### config.mk
export PLATFORM = sky130hd
export DESIGN_NAME = pipe_phy_cmd_ctrl
export DESIGN_NICKNAME = d
export VERILOG_FILES = /design/src/rtl/pipe_phy_cmd_ctrl.sv
export SDC_FILE = /design/constraint.sdc
export NUM_CORES = 1
export LEC_CHECK = 0
export BUFFER_PORTS_ARGS = -buffer_cell sky130_fd_sc_hd__buf_2
export CORE_UTILIZATION = 45
export CTS_BUF_LIST = sky130_fd_sc_hd__clkbuf_8
export CTS_CLUSTER_DIAMETER = 50
export CTS_CLUSTER_SIZE = 10
export DETAILED_ROUTE_END_ITERATION = 7
export PLACE_DENSITY_LB_ADDON = 0.15
export SYNTH_ARGS = -nofsm -noshare
export SYNTH_HDL_FRONTEND = slang
export SYNTH_SLANG_ARGS = --single-unit
### constraint.sdc
create_clock -name PCLK -period 2.4 [get_ports PCLK]
set_input_delay 0.48 -clock PCLK [delete_from_list [all_inputs] [get_ports PCLK]]
set_output_delay 0.48 -clock PCLK [all_outputs]
set_load 0.02 [all_outputs]
### src/rtl/pipe_phy_cmd_ctrl.sv
// pipe_phy_cmd_ctrl
//   PHY-side responder for the PIPE command/status signals. It answers reset
//   completion, Rate and PowerDown change requests, and receiver detection
//   with PhyStatus pulses and per-lane RxStatus.
// Ports
//   PCLK, Reset            : clock; synchronous active-high reset
//   PowerDown[3:0]         : requested power state (0..3 legal)
//   Rate[3:0]              : requested rate (0..4 legal)
//   TxDetectRxLoopback[N]  : per-lane receiver-detect request
//   TxElecIdle[N]          : per-lane transmitter electrical idle
//   PhyStatus[N]           : completion pulse, identical on all lanes
//   RxStatus[3N]           : per-lane status, lane i in [3i+2:3i]
//   busy                   : high whenever the block is not IDLE
//   cur_rate, cur_powerdown: currently accepted Rate / PowerDown
module pipe_phy_cmd_ctrl #(
  parameter int unsigned          NUM_LANES  = 16,
  parameter int unsigned          RESET_LAT  = 8,
  parameter int unsigned          RATE_LAT   = 16,
  parameter int unsigned          PD_LAT     = 4,
  parameter int unsigned          DETECT_LAT = 12,
  parameter logic [NUM_LANES-1:0] RX_PRESENT = '1
) (
  input  logic                   PCLK,
  input  logic                   Reset,
  input  logic [3:0]             PowerDown,
  input  logic [3:0]             Rate,
  input  logic [NUM_LANES-1:0]   TxDetectRxLoopback,
  input  logic [NUM_LANES-1:0]   TxElecIdle,
  output logic [NUM_LANES-1:0]   PhyStatus,
  output logic [3*NUM_LANES-1:0] RxStatus,
  output logic                   busy,
  output logic [3:0]             cur_rate,
  output logic [3:0]             cur_powerdown
);

  localparam int unsigned MAX_A   = (RESET_LAT > RATE_LAT) ? RESET_LAT : RATE_LAT;
  localparam int unsigned MAX_B   = (PD_LAT > DETECT_LAT) ? PD_LAT : DETECT_LAT;
  localparam int unsigned MAX_LAT = (MAX_A > MAX_B) ? MAX_A : MAX_B;
  localparam int unsigned CNT_W   = $clog2(MAX_LAT + 1);

  typedef enum logic [2:0] {
    ST_RST_WAIT,
    ST_IDLE,
    ST_RATE_CHG,
    ST_PD_CHG,
    ST_DETECT,
    ST_DET_WAIT
  } state_t;

  state_t                 state_q, state_d;
  logic [CNT_W-1:0]       cnt_q, cnt_d;
  logic                   phy_q, phy_d;
  logic [3*NUM_LANES-1:0] rx_q, rx_d;
  logic [3:0]             rate_q, rate_d;
  logic [3:0]             pd_q, pd_d;
  logic [3:0]             cap_val_q, cap_val_d;
  logic [NUM_LANES-1:0]   cap_det_q, cap_det_d;
  logic [CNT_W-1:0]       lat;

  always_comb begin
    state_d   = state_q;
    cnt_d     = cnt_q;
    phy_d     = 1'b0;
    rx_d      = '0;
    rate_d    = rate_q;
    pd_d      = pd_q;
    cap_val_d = cap_val_q;
    cap_det_d = cap_det_q;

    case (state_q)
      ST_RATE_CHG: lat = CNT_W'(RATE_LAT);
      ST_PD_CHG:   lat = CNT_W'(PD_LAT);
      default:     lat = CNT_W'(DETECT_LAT);
    endcase

    case (state_q)
      ST_RST_WAIT: begin
        // Counter value k means k deasserted edges seen; PhyStatus falls
        // on the edge where RESET_LAT edges have already elapsed.
        phy_d = 1'b1;
        if (cnt_q == CNT_W'(RESET_LAT)) begin
          state_d = ST_IDLE;
          phy_d   = 1'b0;
          cnt_d   = '0;
        end else begin
          cnt_d = cnt_q + 1'b1;
        end
      end
      ST_IDLE: begin
        cnt_d = '0;
        if (Rate <= 4'd4 && Rate != rate_q) begin
          state_d   = ST_RATE_CHG;
          cap_val_d = Rate;
          cnt_d     = CNT_W'(1);
        end else if (PowerDown <= 4'd3 && PowerDown != pd_q) begin
          state_d   = ST_PD_CHG;
          cap_val_d = PowerDown;
          cnt_d     = CNT_W'(1);
        end else if (pd_q == 4'd2 && |TxDetectRxLoopback && &TxElecIdle) begin
          state_d   = ST_DETECT;
          cap_det_d = TxDetectRxLoopback;
          cnt_d     = CNT_W'(1);
        end
      end
      ST_RATE_CHG, ST_PD_CHG, ST_DETECT: begin
        // Outputs are registered, so completion is launched one count early
        // and the state lingers for the completion cycle itself.
        if (cnt_q == lat - 1'b1) begin
          phy_d = 1'b1;
          cnt_d = cnt_q + 1'b1;
          if (state_q == ST_RATE_CHG) begin
            rate_d = cap_val_q;
          end else if (state_q == ST_PD_CHG) begin
            pd_d = cap_val_q;
          end else begin
            for (int unsigned i = 0; i < NUM_LANES; i++) begin
              rx_d[3*i +: 3] = (cap_det_q[i] & RX_PRESENT[i]) ? 3'b011 : 3'b000;
            end
          end
        end else if (cnt_q == lat) begin
          cnt_d   = '0;
          state_d = (state_q == ST_DETECT) ? ST_DET_WAIT : ST_IDLE;
        end else begin
          cnt_d = cnt_q + 1'b1;
        end
      end
      ST_DET_WAIT: begin
        if (TxDetectRxLoopback == '0) begin
          state_d = ST_IDLE;
        end
      end
      default: begin
        state_d = ST_IDLE;
        cnt_d   = '0;
      end
    endcase
  end

  always_ff @(posedge PCLK) begin
    if (Reset) begin
      state_q   <= ST_RST_WAIT;
      cnt_q     <= '0;
      phy_q     <= 1'b1;
      rx_q      <= '0;
      rate_q    <= 4'd0;
      pd_q      <= 4'd2;
      cap_val_q <= '0;
      cap_det_q <= '0;
    end else begin
      state_q   <= state_d;
      cnt_q     <= cnt_d;
      phy_q     <= phy_d;
      rx_q      <= rx_d;
      rate_q    <= rate_d;
      pd_q      <= pd_d;
      cap_val_q <= cap_val_d;
      cap_det_q <= cap_det_d;
    end
  end

  assign PhyStatus     = {NUM_LANES{phy_q}};
  assign RxStatus      = rx_q;
  assign busy          = (state_q != ST_IDLE);
  assign cur_rate      = rate_q;
  assign cur_powerdown = pd_q;

endmodule

### Yosys cells after proc, flatten, opt, wreduce, memory -nomap -nowiden

Index checks and enable logic that the tools add are counted.

| word-level totals | value |
|---|---|
| input port bits | 42 |
| logic and storage cells | 88 |
| output and inout bits | 73 |
| flip-flop bits (word level) | 85 |

| cells by class | value |
|---|---|
| equality and inequality tests | 17 |
| muxes and demuxes | 38 |
| order comparisons | 2 |
| bitwise operators | 5 |
| reduce and logical (&&, ||, !) cells | 16 |
| add/subtract/negate cells | 2 |

Operators with widths:

| kind | count |
|---|---|
| $mux 2 | 16 |
| $mux 3 | 8 |
| $pmux 5 s4 | 1 |
| $logic_not 16->1 | 1 |
| $reduce_and 16->1 | 1 |
| $reduce_or 16->1 | 1 |
| $mux 5 | 3 |
| $pmux 3 s4 | 1 |
| $eq 5x5->1 | 2 |
| $pmux 5 s2 | 1 |
| $mux 4 | 2 |
| $ne 2x2->1 const B | 4 |
| $ne 4x4->1 | 2 |
| $reduce_and 4->1 | 2 |
| $eq 3x2->1 const B | 2 |
| $eq 3x3->1 const B | 2 |
| $add 5x1->5 const B | 1 |
| $eq 5x4->1 const B | 1 |
| $mux 1 | 5 |
| $not 1->1 | 5 |
| $reduce_and 5->1 | 1 |
| $reduce_or 5->1 | 1 |
| $sub 5x1->5 const B | 1 |
| $eq 4x2->1 const B | 1 |
| other kinds (12) | 15 |

### Depth between registers and ports, before layout

Gate-level depths: netlist of run 1.

| logic depth | value |
|---|---|
| depth in word-level cells | 7 |
| depth in mapped cells | 7 |
| gate-level depth less buffers | 6 |

### Worst setup path after synthesis of run 1

OpenSTA, ideal clock, no wires.

| timing | value |
|---|---|
| path type | reg-to-reg |
| start point | register rate_q[1], in the netlist cur_rate[1] |
| end point | register cap_det_q[10] |
| setup time | 0.072 ns |
| path slack | 0.600 ns |
| cell stages (with the launch flop) | 8 |
| data arrival time | 1.728 ns |
| data required time | 2.328 ns |
| period minus slack after synthesis | 1.800 ns |
| path buffers | 2 |
| cell sequence | dfxtp_1 > xnor2_1 > a311oi_2 > a211o_2 > nor3_2 > buf_6 > buf_12 > mux2i_1 |

| between the ends | value |
|---|---|
| cells in the longest elaborated chain, start to end | 4 |

RTL lines:

| element | line | source |
|---|---|---|
| from (decl) | 54 | `logic [3:0] rate_q, rate_d;` |
| from (signal assigned) | 154 | `rate_q <= rate_d;` |
| $ne 4x4->1 | 91 | `if (Rate <= 4'd4 && Rate != rate_q) begin` |
| $logic_and 1x1->1 | 91 |  |
| $not 1->1 (no source line) | n/a |  |
| $reduce_and 4->1 (no source line) | n/a |  |
| to (signal assigned) | 157 | `cap_det_q <= cap_det_d;` |
| to (decl) | 57 | `logic [NUM_LANES-1:0] cap_det_q, cap_det_d;` |

Every way passes these cells.
A chain may end at the register's enable or synchronous reset.

### Worst setup path in the final report of run 1

| timing | value |
|---|---|
| start point | register state_q[0] |
| end point | output port busy |

| between the ends | value |
|---|---|
| cells in the longest elaborated chain, start to end | 1 |

RTL lines:

| element | line | source |
|---|---|---|
| from (decl) | 50 | `state_t state_q, state_d;` |
| from (signal assigned) | 150 | `state_q <= state_d;` |
| $ne 3x1->1 | 163 | `assign busy = (state_q != ST_IDLE);` |
| to (decl) | 31 | `output logic busy,` |

Every way passes these cells.

==> flow_summary.yaml, run 1 <==
routing:
  route.detailed.vias_per_inst: 4.801
  detail_route.first_pass.iterations: 4
  postRouteWirelength_um: 5286
  routedWlPerCell_um: 11.83
  drtAntennaViolNets: 0
  drc: 0
  via_count: 2146
  dr.first_iter.drc_count: 43
grt:
  grt_pass1_vias: 1799
  global_route_wire_length_before_repair_um: 8355
  maximum_number_of_pins_on_one_net_before_global_route_repair: 40
  antenna_found_initial: 0
  grtUsageTotal: 0.1670
  grt-ovfl-total: 0
final_layout:
  finish.net_count: 415
  area_growth_pct: 12.00
  final_design_area_no_fill_mm2: 0.003105
  insertedDiodeCount: 0
  drive_gt1_frac: 0.3360
cts:
  clock_insertion_delay_worst_skew_ps: 310
  postCtsSetupRepairBufs: 0
  cts_inserted_buffers: 5
  cts_resized: 0
  root_buffer: "sky130_fd_sc_hd__clkbuf_8"
  max-clock-path-buffers: 2
  clock_tree.htree_level_count: 2
  post_cts_hold_buffer_count: 0
  cts_sinks: 53
  tritoncts: "done"
  clkTransAtPathRegs_ps: 90
pwr:
  p_seq_frac: 0.497
  power_frac_clock: 0.253
  net_load_switching_power_mw: 0.6601
  power.ir.vdd_worst_uv: 313.2
  totalPowerFinal_mw: 1.958
  power_dens_cells_mw_per_mm2: 630.4
  power.share.switching: 0.3372
  power.static_leakage_nw: 1.385
  p_int_mw: 1.297
  part_of_the_total_power_dissipated_in_combinational_logic: 0.250
sta:
  setup_viol: 0
  maximum_clock_skew_at_final_layout_ps: 3.441
  worst_slew_margin_rel: 0.6642
  totalNegativeSetupSlack_ps: 0
  fin_crit_ps: 2024
  slew_viol_final: 0
  grt_setup_unrepaired: "false"
  setup_slack_ps: 375.7
  finalHoldViolCount: 0
  maximum_clock_frequency_mhz: 494.0
  worst_pin_slew_ps: 502.1
  post-route-period-util: 0.8435
setup_path:
  timing.critical_path.arrival_ps: 1540
  timing_worst_setup_path_type: "reg2out"
  r2r_start: "state_q[1]$_SDFFE_PP0P_"
  ff2ff_setup_slack_ps: 450
  crit_path_start: "state_q[0]$_SDFFE_PP0P_"
  cp_max_fo: 8
  worstSetupStartpointType: "flip-flop"
  critical_path.reg2reg.endpoint: "state_q[0]$_SDFFE_PP0P_"
  cp.required_ps: 1920
  cp-endpoint: "busy"
  endpoint_kind: "primary output"
  worst_reg_to_reg_path_cell_count: 5
synth:
  ys_top_cells_by_count: "sky130_fd_sc_hd__dfxtp_1, sky130_fd_sc_hd__buf_4, sky130_fd_sc_hd__nand2_1"
  synth_top_cell_by_area: "sky130_fd_sc_hd__dfxtp_1"
  mappedNetlistArea_mm2: 0.002773
  yosys_warnings: 0
  synth_seq_cells: 53
  synth_area_leaders: "sky130_fd_sc_hd__dfxtp_1, sky130_fd_sc_hd__buf_4, sky130_fd_sc_hd__mux2i_1"
  number_of_enable_type_register_cells_in_the_synthesized_netlist: 0
  synthDominantCellAreaShare: 0.3827
  synth_async_sr_flop_share: 0
  synth_cell_type_count: 51
  synthFlopType: "sky130_fd_sc_hd__dfxtp_1"
  seq_area_frac_synth: 0.3827
  yosysMostFrequentCell: "sky130_fd_sc_hd__dfxtp_1"
  post_synth_inst_count: 308
  synth.avg_cell_area_um2: 9.002
place:
  dp_hpwl_um: 3995
  detailedPlace.worstSlack_ps: 419.8
  io_buffer_count: 98
  detailed_place.area_mm2: 0.003019
  gp_routability_congestion: 0.8293
job:
  max_cap_violations: 0
floorplanning:
  vertical_die_dimension_um: 80.50
  num_rows: 28
  dieArea_mm2: 0.006479
  initial_utilization: 0.4683
  number_of_top_level_pins: 115
  core_area_mm2: 0.005921
  floorplan.die.width_um: 80.50
outcome:
  outcome: "finished, final reports clean"
worst_hold_path:
  min-delay-path-class: "in2reg"
[flip-flops by register name (all words and copies together) (netlist names)]
name,flops
RxStatus,16
cap_det_q,16
cap_val_q,4
cnt_q,5
cur_powerdown,4
cur_rate,4
phy_q,1
state_q,3
[power by group through the flow]
stage / Clock (mW) / Combinational [mW] / Sequential [mW]
6_report: 0.495 / 0.489 / 0.973
5_1_grt: 0.559 / 0.533 / 0.982
4_1_cts: 0.518 / 0.491 / 0.973
3_5_place_dp: 0 / 0.489 / 0.994
3_3_place_gp: 0 / 0.487 / 0.993
2_1_floorplan: 0 / 0.441 / 0.977
[how the worst min path moves through the flow]
stage | from | endpoint | slack (ps) | depth (start not counted)
6_report | TxDetectRxLoopback[11] | cap_det_q[11]$_SDFFE_PP0P_ | 410 | 3
5_1_grt | TxDetectRxLoopback[11] | cap_det_q[11]$_SDFFE_PP0P_ | 410 | 3
4_1_cts | TxDetectRxLoopback[11] | cap_det_q[11]$_SDFFE_PP0P_ | 410 | 3
3_5_place_dp | cap_det_q[3]$_SDFFE_PP0P_ | RxStatus[10]$_SDFF_PP0_ | 440 | 1
3_3_place_gp | cap_det_q[0]$_SDFFE_PP0P_ | cap_det_q[0]$_SDFFE_PP0P_ | 440 | 2
2_1_floorplan | cap_det_q[3]$_SDFFE_PP0P_ | RxStatus[10]$_SDFF_PP0_ | 430 | 1
[critical path, cell delays in order, from the launching register on]
cell	delay (ps)
sky130_fd_sc_hd__dfxtp_1	510
sky130_fd_sc_hd__inv_2	140
sky130_fd_sc_hd__nor3_4	290
sky130_fd_sc_hd__inv_2	120
sky130_fd_sc_hd__buf_2	180
[cells in the final DEF, fill, tap and decap left out, drive strengths merged, types with 2 or more instances in the layout]
master / Yosys / layout
xnor2: 5 / 5
nor2b: 4 / 4
a31oi: 3 / 3
o21a: 3 / 3
mux2i: 23 / 23
nand2: 42 / 42
conb: 1 / 16
inv: 7 / 9
a21oi: 8 / 8
nand3: 7 / 7
nor3b: 2 / 2
ha: 2 / 2
o221ai: 2 / 2
a311oi: 2 / 2
nand4: 7 / 7
nor4: 7 / 7
and2: 17 / 17
nor2: 12 / 12
a21o: 2 / 2
nand4b: 2 / 2
o21ai: 5 / 5
a211oi: 4 / 4
clkbuf: 7 / 5
nand2b: 6 / 6
o31ai: 4 / 4
nor3: 5 / 5
buf: 54 / 102
dfxtp: 53 / 53
[cell families (layout without fill, tap and decap cells)]
family,after synthesis,after routing,share of synthesized area
adder cells (fa/ha/maj),2,2,0.009024
other,1,16,0.001352
flip-flops,53,53,0.3827
XOR/XNOR,5,5,0.01579
buffers and inverters,68,117,0.1692
AO/OA/AOI/OAI,41,41,0.1142
multiplexers,23,23,0.08303
AND/OR/NAND/NOR,115,115,0.2247
[routing by layer]
| metal | GRT usage | wire (um) | vias up |
|---|---|---|---|
| met4 | 0.04821 | 42 | 0 |
| li1 | - | - | 1119 |
| met2 | 0.2669 | 2574 | 58 |
| met3 | 0.05227 | 284 | 4 |
| met5 | 0 | 0 | - |
| met1 | 0.2139 | 2384 | 965 |
[final cells by class]
type / instances / area [um2]
clock buffers: 5 / 68.82
well taps: 75 / 93.84
fillers: 574 / 2815
inverters: 7 / 26.28
multi-input cells: 202 / 1305
clock inverters: 3 / 17.52
repair buffers: 102 / 533.0
flip-flops and latches: 53 / 1061
[metrics by stage]
step                      instances  utilization  hold WS, ps
after floorplan                 323            -        429.6
after global placement          439       0.5099        437.7
after detailed placement        439       0.5099        438.0
after CTS                       447       0.5245        407.9
after global routing            447       0.5245        405.8
final                           447       0.5245        412.8
No activity file was read; power rests on OpenSTA's default activity.
==> inputs of run 2 (changes only) <==
ABC_AREA = 1   (was not set)
clock period = 1.9 ns   (was 2.4 ns; I/O delays follow)
==> flow_summary.yaml, run 2 <==
outcome:
  outcome: "finished, final reports clean"
cts:
  cts_inserted_buffers: 5
  clkTransAtPathRegs_ps: 100
  post_cts_hold_buffer_count: 0
  cts_sinks: 53
  tritoncts: "done"
  root_buffer: "sky130_fd_sc_hd__clkbuf_8"
  clock_insertion_delay_worst_skew_ps: 310
  clock_tree.htree_level_count: 2
  max-clock-path-buffers: 2
floorplanning:
  vertical_die_dimension_um: 82.25
  number_of_top_level_pins: 115
  dieArea_mm2: 0.006764
  initial_utilization: 0.4781
  core_area_mm2: 0.006061
  num_rows: 28
  floorplan.die.width_um: 82.25
grt:
  grt-ovfl-total: 0
  maximum_number_of_pins_on_one_net_before_global_route_repair: 33
  antenna_found_initial: 0
  grt_pass1_vias: 2127
  global_route_wire_length_before_repair_um: 9397
  grtUsageTotal: 0.1819
pwr:
  totalPowerFinal_mw: 2.867
  power.ir.vdd_worst_uv: 436.0
  power.static_leakage_nw: 1.544
  power_dens_cells_mw_per_mm2: 883.0
synth:
  synth.avg_cell_area_um2: 7.507
  ys_top_cells_by_count: "sky130_fd_sc_hd__nand2_1, sky130_fd_sc_hd__nor2_1, sky130_fd_sc_hd__dfxtp_1"
  number_of_enable_type_register_cells_in_the_synthesized_netlist: 0
  yosys_warnings: 0
  seq_area_frac_synth: 0.3661
  yosysMostFrequentCell: "sky130_fd_sc_hd__nand2_1"
  synthFlopType: "sky130_fd_sc_hd__dfxtp_1"
  synth_top_cell_by_area: "sky130_fd_sc_hd__dfxtp_1"
  synthDominantCellAreaShare: 0.3661
  synth_async_sr_flop_share: 0
  mappedNetlistArea_mm2: 0.002898
  post_synth_inst_count: 386
  synth_area_leaders: "sky130_fd_sc_hd__dfxtp_1, sky130_fd_sc_hd__buf_4, sky130_fd_sc_hd__nand2_1"
  synth_cell_type_count: 34
  synth_seq_cells: 53
setup_path:
  cp.required_ps: 1520
  cp_max_fo: 5
  endpoint_kind: "primary output"
  worstSetupStartpointType: "flip-flop"
  timing_worst_setup_path_type: "reg2out"
  timing.critical_path.arrival_ps: 1330
place:
  io_buffer_count: 98
  detailed_place.area_mm2: 0.003149
  placedCellCount: 523
  detailedPlace.worstSlack_ps: 145.0
  dp_hpwl_um: 4406
  gp_routability_congestion: 0.8981
sta:
  totalNegativeSetupSlack_ps: 0
  fin_hold_ws_ps: 303.3
  setup_viol: 0
  finalHoldViolCount: 0
  maximum_clock_frequency_mhz: 583.3
  maximum_clock_skew_at_final_layout_ps: 5.057
  setup_slack_ps: 185.7
  fin_crit_ps: 1714
  post-route-period-util: 0.9022
  slew_viol_final: 0
job:
  max_cap_violations: 0
routing:
  routedWlPerCell_um: 10.72
  drtAntennaViolNets: 0
  route.detailed.vias_per_inst: 4.552
  detail_route.first_pass.iterations: 4
  postRouteWirelength_um: 5692
  via_count: 2417
  drc: 0
  dr.first_iter.drc_count: 58
final_layout:
  layout.cells.most_common_list: "sky130_fd_sc_hd__buf_2, sky130_fd_sc_hd__nand2_1, sky130_fd_sc_hd__nor2_1"
  fin_util: 0.5357
  final.fill_count: 617
  final_design_area_no_fill_mm2: 0.003247
  most_common_library_cell_in_the_layout_ignoring_fill_and_taps: "sky130_fd_sc_hd__buf_2"
  final_cells: 531
  finish.net_count: 499
  area_growth_pct: 12.05
  drive_gt1_frac: 0.3377
  insertedDiodeCount: 0
worst_hold_path:
  min-delay-path-class: "in2reg"
run 2: cell count changes after synthesis, moves of 6 or more:
| cell | before | now |
|---|---|---|
| sky130_fd_sc_hd__nor2_4 | 0 | 12 |
| sky130_fd_sc_hd__o21ai_0 | 2 | 20 |
| sky130_fd_sc_hd__nand3_1 | 7 | 24 |
| sky130_fd_sc_hd__and2_1 | 17 | 0 |
| sky130_fd_sc_hd__nand2_1 | 42 | 55 |
| sky130_fd_sc_hd__inv_1 | 4 | 48 |
| sky130_fd_sc_hd__nor4_1 | 7 | 0 |
| sky130_fd_sc_hd__a21oi_1 | 8 | 17 |
| sky130_fd_sc_hd__a21oi_2 | 0 | 8 |
| sky130_fd_sc_hd__nor2_1 | 11 | 54 |
| sky130_fd_sc_hd__mux2i_1 | 23 | 0 |
| sky130_fd_sc_hd__nand2b_1 | 6 | 0 |
run 2: cell families after synthesis:
| family | count (synthesis) | share of synthesized area |
|---|---|---|
| compound gates | 55 | 0.1140 |
| xor+xnor | 1 | 0.003023 |
| fa+ha+maj | 2 | 0.008634 |
| buf+inv | 110 | 0.2219 |
| flops | 53 | 0.3661 |
| other cells | 1 | 0.001294 |
| simple gates | 164 | 0.2850 |
run 2: critical path, stage by stage, from the launching register on:
cell and delay (ps):
sky130_fd_sc_hd__dfxtp_1 450, sky130_fd_sc_hd__inv_2 110, sky130_fd_sc_hd__nor3_4 210, sky130_fd_sc_hd__inv_1 90
sky130_fd_sc_hd__buf_2 170
run 2: metal layers:
layer | global-route usage | vias up | part of all wire
met3 | 0.04505 | 6 | 0.053
met1 | 0.2297 | 1071 | 0.45
met2 | 0.3033 | 62 | 0.49
met4 | 0.05614 | 0 | 0.0079
met5 | 0 | - | 0
li1 | - | 1278 | -
run 2: area by class of cell:
cell class	count	area, um2	share of cell area
multi-input cells	238	1256	0.3869
flip-flops and latches	53	1062	0.3272
repair buffers	103	540.5	0.1665
inverters	54	203.9	0.06281
well taps	75	93.84	0.02890
clock buffers	5	68.82	0.02119
clock inverters	3	21.27	0.006551
run 2: report_power, final:
part / total (mW) / internal, mW / switching (mW)
Sequential: 1.26 / 1.17 / 0.0904
Clock: 0.650 / 0.262 / 0.387
Combinational: 0.954 / 0.311 / 0.643
run 2: path summary, 6_finish.rpt:
| check | slack [ps] | end | cells after the start | startpoint |
|---|---|---|---|---|
| min reg2reg | 430 | RxStatus[22]$_SDFF_PP0_ | 2 | cap_det_q[7]$_SDFFE_PP0P_ |
| max | 190 | busy | 4 | state_q[0]$_SDFFE_PP0P_ |
| min | 300 | cap_det_q[4]$_SDFFE_PP0P_ | 3 | TxDetectRxLoopback[4] |
| max reg2reg | 200 | cap_val_q[0]$_SDFFE_PP0P_ | 8 | cur_powerdown[2]$_SDFFE_PP0P_ |
run 2: what timing repair did:
| action | 4_1_cts | 5_1_grt |
|---|---|---|
| resized for setup | 0 | 2 |
| setup buffers | 0 | 0 |
| setup endpoints to repair | 0 | 2 |
